`config.mk`:
```
export PLATFORM = sky130hd
export DESIGN_NAME = rotl16_seq
export DESIGN_NICKNAME = d
export VERILOG_FILES = /design/src/rtl/rot_pkg.sv /design/src/rtl/rotl_stage.sv /design/src/rtl/rotl16_seq.sv
export SDC_FILE = /design/constraint.sdc
export NUM_CORES = 1
export LEC_CHECK = 0
export ABC_AREA = 1
export CAP_MARGIN = 10
export CORE_MARGIN = 8
export CORE_UTILIZATION = 58
export CTS_BUF_LIST = sky130_fd_sc_hd__clkbuf_4 sky130_fd_sc_hd__clkbuf_8 sky130_fd_sc_hd__clkbuf_16
export DETAILED_ROUTE_END_ITERATION = 16
export DONT_BUFFER_PORTS = 1
export PLACE_DENSITY = 0.84
export SLEW_MARGIN = 20
export SYNTH_ARGS = -nofsm -noshare
export SYNTH_HDL_FRONTEND = slang
export SYNTH_SLANG_ARGS = --single-unit
```
`constraint.sdc`:
```
create_clock -name clk -period 3.4 [get_ports clk]
set_input_delay 0.68 -clock clk [delete_from_list [all_inputs] [get_ports clk]]
set_output_delay 0.68 -clock clk [all_outputs]
set_load 0.05 [all_outputs]
```
`src/rtl/rot_pkg.sv`:
```
// Shared types and mode encodings for the sequential left rotator.
// Imported by the rotator top and its single-stage helper.
package rot_pkg;

   typedef enum logic [1:0] {
      IDLE,
      SHIFT,
      DONE
   } rot_state_t;

   localparam logic ROT_MODE_ROTATE = 1'b0;
   localparam logic ROT_MODE_SHIFT  = 1'b1;

endpackage

```
`src/rtl/rotl_stage.sv`:
```
// One log-shifter stage: conditionally moves d left by 2**k_pow bits,
// either wrapping the MSBs around (rotate) or zero-filling (shift).
module rotl_stage
   import rot_pkg::*;
#(
   parameter int WIDTH = 16,
   parameter int AMT_W = $clog2(WIDTH)
) (
   input  logic [WIDTH-1:0] d,
   input  logic [AMT_W-1:0] k_pow,
   input  logic             en,
   input  logic             mode,
   output logic [WIDTH-1:0] q
);

   logic [2*WIDTH-1:0] w_dbl;
   logic [WIDTH-1:0]   w_rot;
   logic [WIDTH-1:0]   w_shl;
   logic [31:0]        w_dist;

   always_comb begin
      w_dist = 32'd1 << k_pow;
      // Rotating the doubled word leaves the wrapped bits in the upper half.
      w_dbl  = {d, d} << w_dist;
      w_rot  = w_dbl[2*WIDTH-1:WIDTH];
      w_shl  = d << w_dist;
      q      = d;
      if (en) begin
         q = (mode == ROT_MODE_SHIFT) ? w_shl : w_rot;
      end
   end

endmodule

```
`src/rtl/rotl16_seq.sv`:
```
// Multi-cycle left rotator / logical left shifter: one power-of-two
// stage per clock, with a start/busy/done handshake and a held result.
module rotl16_seq
   import rot_pkg::*;
#(
   parameter int WIDTH = 16,
   parameter int AMT_W = $clog2(WIDTH)
) (
   input  logic             clk,
   input  logic             reset,
   input  logic             start,
   input  logic [WIDTH-1:0] a,
   input  logic [AMT_W-1:0] amt,
   input  logic             mode,
   output logic             busy,
   output logic             done,
   output logic [WIDTH-1:0] y
);

   rot_state_t       r_state;
   rot_state_t       w_next_state;
   logic [WIDTH-1:0] r_work;
   logic [AMT_W-1:0] r_amt;
   logic             r_mode;
   logic [AMT_W-1:0] r_stg;
   logic [WIDTH-1:0] r_y;
   logic [WIDTH-1:0] w_stage_q;
   logic             w_last;

   assign w_last = (r_stg == AMT_W'(AMT_W-1));
   assign y      = r_y;

   rotl_stage #(
      .WIDTH (WIDTH),
      .AMT_W (AMT_W)
   ) u_stage (
      .d     (r_work),
      .k_pow (r_stg),
      .en    (r_amt[r_stg]),
      .mode  (r_mode),
      .q     (w_stage_q)
   );

   always_ff @(posedge clk or posedge reset) begin
      if (reset) begin
         r_state <= IDLE;
      end else begin
         r_state <= w_next_state;
      end
   end

   always_comb begin
      w_next_state = r_state;
      unique case (r_state)
         IDLE:    if (start) w_next_state = SHIFT;
         SHIFT:   if (w_last) w_next_state = DONE;
         DONE:    w_next_state = IDLE;
         default: w_next_state = IDLE;
      endcase
   end

   always_comb begin
      busy = 1'b0;
      done = 1'b0;
      unique case (r_state)
         SHIFT:   busy = 1'b1;
         DONE:    done = 1'b1;
         default: ;
      endcase
   end

   always_ff @(posedge clk or posedge reset) begin
      if (reset) begin
         r_work <= '0;
         r_amt  <= '0;
         r_mode <= ROT_MODE_ROTATE;
         r_stg  <= '0;
         r_y    <= '0;
      end else begin
         unique case (r_state)
            IDLE: begin
               if (start) begin
                  r_work <= a;
                  r_amt  <= amt;
                  r_mode <= mode;
                  r_stg  <= '0;
               end
            end
            SHIFT: begin
               r_work <= w_stage_q;
               r_stg  <= r_stg + 1'b1;
               if (w_last) begin
                  r_y <= w_stage_q;
               end
            end
            default: ;
         endcase
      end
   end

endmodule

```
## Word level (Yosys, flattened, before mapping)

Cells that the tools add are included.

- Flip-flop bits (word level): 43
- Latch bits: 0
- Bits in writable memories: 0
- Bits in read-only memories: 0
- Input port bits: 24
- Output and inout port bits: 18
- Logic and storage cells: 35
- Memories: 0

- Add/sub/neg operators: 1
- Multiply operators: 0
- Divide/modulo/power cells: 0
- $lt $le $gt $ge: 1
- Equal/unequal tests: 5
- Shift operators: 3
- Muxes and demuxes: 13
- Bitwise operators: 0
- Reductions and logical operators: 6

Operator list:

| cell | number |
|---|---|
| $mux W16 | 3 |
| $pmux W16 S2 | 1 |
| $shl A1 B4 Y32 const A | 1 |
| $shl A16 B32 Y16 | 1 |
| $shl A32 B32 Y32 | 1 |
| $pmux W4 S2 | 1 |
| $reduce_and A2 Y1 | 4 |
| $add A4 B1 Y4 const B | 1 |
| $eq A4 B2 Y1 const B | 1 |
| $lt A4 B3 Y1 const B | 1 |
| $mux W2 | 2 |
| $mux W4 | 1 |
| $ne A2 B2 Y1 const B | 2 |
| $pmux W2 S2 | 1 |
| $mux W1 | 3 |
| $bmux W1 S2 | 1 |
| $eq A2 B1 Y1 const B | 1 |
| $eq A2 B2 Y1 const B | 1 |
| $logic_not A2 Y1 | 1 |
| $reduce_bool A2 Y1 | 1 |

## Longest topological paths before layout

- Depth in word-level cells: 5
- Mapped depth: 20

## Cells and area by module

From an unflattened synthesis, not the netlist that was laid out.

- Cells, all modules: 616
- Area total of the unflattened synthesis: 3839.9 sq um

By module, submodules not included:

| module | times used | cells each | area each (sq um) |
|---|---|---|---|
| rotl16_seq | 1 | 253 | 2019.4 |
| rotl_stage | 1 | 363 | 1820.5 |

## Worst setup path before layout

Ideal clock, no wire load.

- Path type: register -> register
- Start: register r_stg[0]
- End: register r_work[9]
- Data arrival time: 2.125 ns
- Required time: 3.335 ns
- Path slack: 1.210 ns
- Cell stages (with the launch flop): 18
- Cells stage by stage: dfrtp_1 -> ha_1 -> ha_1 -> nor2_1 -> nand2_1 -> nand2_1 -> nand2_1 -> nor2_4 -> buf_6 -> buf_6 -> nand3_4 -> nand3_2 -> nand3_1 -> nand2_1 -> o21ai_1 -> o21ai_1 -> nand3_1 -> nand2_1

- Word-level cells in the longest chain between the ends: 5
- Elaborated cells between the ends (all ways): 8
- Those cells by class: shift: 3; mux: 5

RTL lines:

| element | line | text |
|---|---|---|
| start: declaration | rotl16_seq.sv:25 | `logic [AMT_W-1:0] r_stg;` |
| start signal: assignment | rotl16_seq.sv:91 | `r_stg <= r_stg + 1'b1;` |
| $shl A1 B4 Y32 | rotl_stage.sv:22 | `w_dist = 32'd1 << k_pow;` |
| $shl A32 B32 Y32 / $shl A16 B32 Y16 (equally long branches) | rotl_stage.sv:24, rotl_stage.sv:26 |  |
| $mux W16 | rotl_stage.sv:29 | `q = (mode == ROT_MODE_SHIFT) ? w_shl : w_rot;` |
| $mux W16 * | rotl_stage.sv:28 | `if (en) begin` |
| $pmux W16 S2 * | rotl16_seq.sv:80 | `unique case (r_state)` |
| end signal: assignment | rotl16_seq.sv:90 | `r_work <= w_stage_q;` |
| end: declaration | rotl16_seq.sv:22 | `logic [WIDTH-1:0] r_work;` |

Mark *: on every way between the ends. The rest lies on a longest branch, timed or not. The select of a mux whose other input is x is not followed.
A chain may end at the register's enable or synchronous reset.

## Worst setup path in the final report

- Start: register r_stg[0]
- End: register r_y[12] (netlist: y[12])

- Word-level cells in the longest chain between the ends: 4
- Elaborated cells between the ends (all ways): 9
- Those cells by class: eq/ne: 1; shift: 3; mux: 4; reduce/logical: 1

RTL lines:

| element | line | text |
|---|---|---|
| $shl A1 B4 Y32 | rotl_stage.sv:22 |  |
| $shl A32 B32 Y32 / $shl A16 B32 Y16 (equally long branches) | rotl_stage.sv:24, rotl_stage.sv:26 |  |
| $mux W16 | rotl_stage.sv:29 |  |
| $mux W16 | rotl_stage.sv:28 |  |
| end signal: assignment | rotl16_seq.sv:93 | `r_y <= w_stage_q;` |
| end: declaration | rotl16_seq.sv:26 | `logic [WIDTH-1:0] r_y;` |

Several ways; a longest one is shown, not always the timed one. The select of a mux whose other input is x is not followed.

==> run metrics <==
status complete, no violations; first-pass GRT wire length 21220 um; CTS Hold Bufs 0; Starting Density 60.28%; GRT Total Usage 26.99%; gr ovfl total 0; vias in the first global route 4075; Crit Path Category reg -> reg; total of max-cap violations 0; postcts setup bufs 0; chip height 97.24 um; CTS tree built; Inserted Diodes 0; Syn-to-layout area delta 4.806%; die area 9455 um^2; Slew HR 37.43%; CTS clock-pin slew for the worst setup and hold paths 0.09 ns; Final GP Congestion 1.030; element type at the critical path end register; Final Hold Viols 0; CP Launch Type register; Slew Limit Fails 0; initial antenna violation count 0; Seq/Total Area, Yosys 28.11%; final setup violating endpoints 0; synthesized cell area 3827 um^2; Worst EP required 3.64 ns; Die X 97.24 um; largest net degree at the start of global routing 34; # clock sinks 43; Setup Skew 0.003130 ns; post-cts sizing count 0; Max Freq 340.3 MHz; Initial DRT Pass Iterations 5; Skew-Pair Late Insertion Delay 0.30 ns; clk root buf clkbuf_8; post-synth top area share 28.11%; fill count 603; CTS Buffer Depth 2; Distinct cells, synth 35; cell area after layout 4011 um^2; Core ar. 6350 um^2; std cell rows 29; Worst Tran Pin Value 0.9375 ns; Post-DRT Antenna Nets 0; mean routed wirelength per cell 18.67 um; Hold WC Path Type in -> async; dpl hpwl 9660 um; synth warn 0; average size of a mapped cell 6.085 um^2; Yosys reg bits 43; Port Buffers 0; share of cells above drive strength 1 8.842%; CP Data Arrival Time 3.18 ns; Mapped Nets 659; RSZ-0062 raised after global routing false; Residual DRC 0; CTS buffer count 5; iteration-0 DRC count of the detailed router 485; H-tree lvl count 2; via/cell ratio 6.325; Final Util 63.17%; Synth Instances 629; ranking of synthesized cells by area dfrtp_1 (28%), nand3_1 (21%), nand2_1 (20%), inv_1 (5.0%), o21ai_0 (3.7%); Top Ports 42; drt total wl 13050 um; Area after DPL 3890 um^2; crit-path max FO 21; Tmin final 2.938 ns; fin nets 651; vias post-DR 4421; fin crit share 86.42%; cell taking the most area after synthesis dfrtp_1; Fin Setup TNS 0 ns
flip-flops by register name, indices dropped and copies added, names as in the netlist:
register / flops
r_work: 16
y: 16
r_amt: 4
r_stg: 4
r_state: 2
r_mode: 1
cell usage after synthesis:
library cell,n
or2_2,4
nand3_1,164
buf_1,1
nor4_1,1
nand2_2,1
inv_1,51
a21oi_1,23
a21boi_0,1
clkbuf_1,18
clkinv_4,1
nor2_2,3
a31oi_1,1
nor2_4,1
o21ai_1,12
ha_1,6
nor2_1,23
o31ai_1,1
buf_2,9
nand2_1,205
a32oi_2,1
buf_4,2
nand3_4,1
nand4_1,2
o22ai_1,1
nand3_2,4
buf_6,4
o21ai_2,1
dfrtp_1,43
clkinv_1,1
nand2_4,2
a21oi_2,1
mux2_2,3
o211ai_1,4
inv_2,5
o21ai_0,28
cells in the final DEF (no fill, tap or decap), types with 2 or more instances in the layout:
| master | netlist | final |
|---|---|---|
| inv_2 | 5 | 5 |
| inv_1 | 51 | 50 |
| clkbuf_8 | 0 | 6 |
| mux2_2 | 3 | 3 |
| clkinv_1 | 1 | 2 |
| nor2_1 | 23 | 23 |
| nand3_2 | 4 | 4 |
| o21ai_1 | 12 | 12 |
| nor2_2 | 3 | 3 |
| o211ai_1 | 4 | 4 |
| nand3_1 | 164 | 164 |
| or2_2 | 4 | 4 |
| a21oi_1 | 23 | 23 |
| buf_4 | 2 | 19 |
| nand2_1 | 205 | 205 |
| o21ai_0 | 28 | 28 |
| nand4_1 | 2 | 2 |
| dfrtp_1 | 43 | 43 |
| nand2_4 | 2 | 2 |
| ha_1 | 6 | 6 |
metal layers:
| layer | vias up | GRT usage [%] | share of wire, % |
|---|---|---|---|
| met2 | 285 | 40.21 | 43 |
| met5 | - | 0 | 0 |
| li1 | 2065 | - | - |
| met1 | 2029 | 37.01 | 41 |
| met3 | 42 | 6.046 | 12 |
| met4 | 0 | 10.02 | 3.2 |
path summary, 6_finish.rpt:
kind                       cells after the start  startpoint  slack (ns)    endpoint
min                                            1       reset        0.23      r_mode
min in group clk                               1    r_amt[1]        0.51    r_amt[1]
max reg2reg                                   18    r_stg[0]        0.46       y[12]
min reg2reg                                    1    r_amt[1]        0.51    r_amt[1]
max                                           18    r_stg[0]        0.46       y[12]
max in group asynchronous                      2       reset        2.45  r_work[11]
critical path, cell delays in order, from the launching register on:
cell	delay [ns]
dfrtp_1	0.44
ha_1	0.25
ha_1	0.21
nor2_1	0.10
nand2_1	0.05
nand2_1	0.05
nand2_1	0.11
nor2_4	0.42
buf_4	0.23
nand3_1	0.12
nand3_1	0.13
nand2_1	0.10
nand2_1	0.08
nand2_1	0.05
nand2_1	0.05
nand3_1	0.06
nand3_1	0.21
nand3_1	0.12
nand2_1	0.07
final cells by class:
cell class	instances	area, um^2	area share, %
multi-input combinational	494	2352	58.64
sequential	43	1076	26.82
inverter	58	222.7	5.552
timing repair buffer	19	142.6	3.556
tap	77	96.34	2.402
clock buffer	6	82.58	2.059
clock inverter	2	38.79	0.9669
cells by family (layout without fill, tap and decap cells):
group	count (synthesis)	after routing	synth area share [%]
multiplexers	3	3	0.8826
flip-flops	43	43	28.11
AO/OA/AOI/OAI	74	74	10.62
AND/OR/NAND/NOR	411	411	47.99
adder cells (fa/ha/maj)	6	6	1.961
buffers and inverters	92	85	10.43
through the flow:
step                hold slack [ns]  cells  setup WS (ns)
floorplan                    0.4706    629          1.210
global placement             0.4904    691         0.6021
detailed placement           0.4955    691         0.5592
CTS                          0.2251    699         0.5168
global route                 0.2517    699         0.2114
finish                       0.2257    699         0.4618
Power is left out: the tool's default activity adds up to more than one toggle a clock period on the data nets, which glitch-free logic cannot reach.
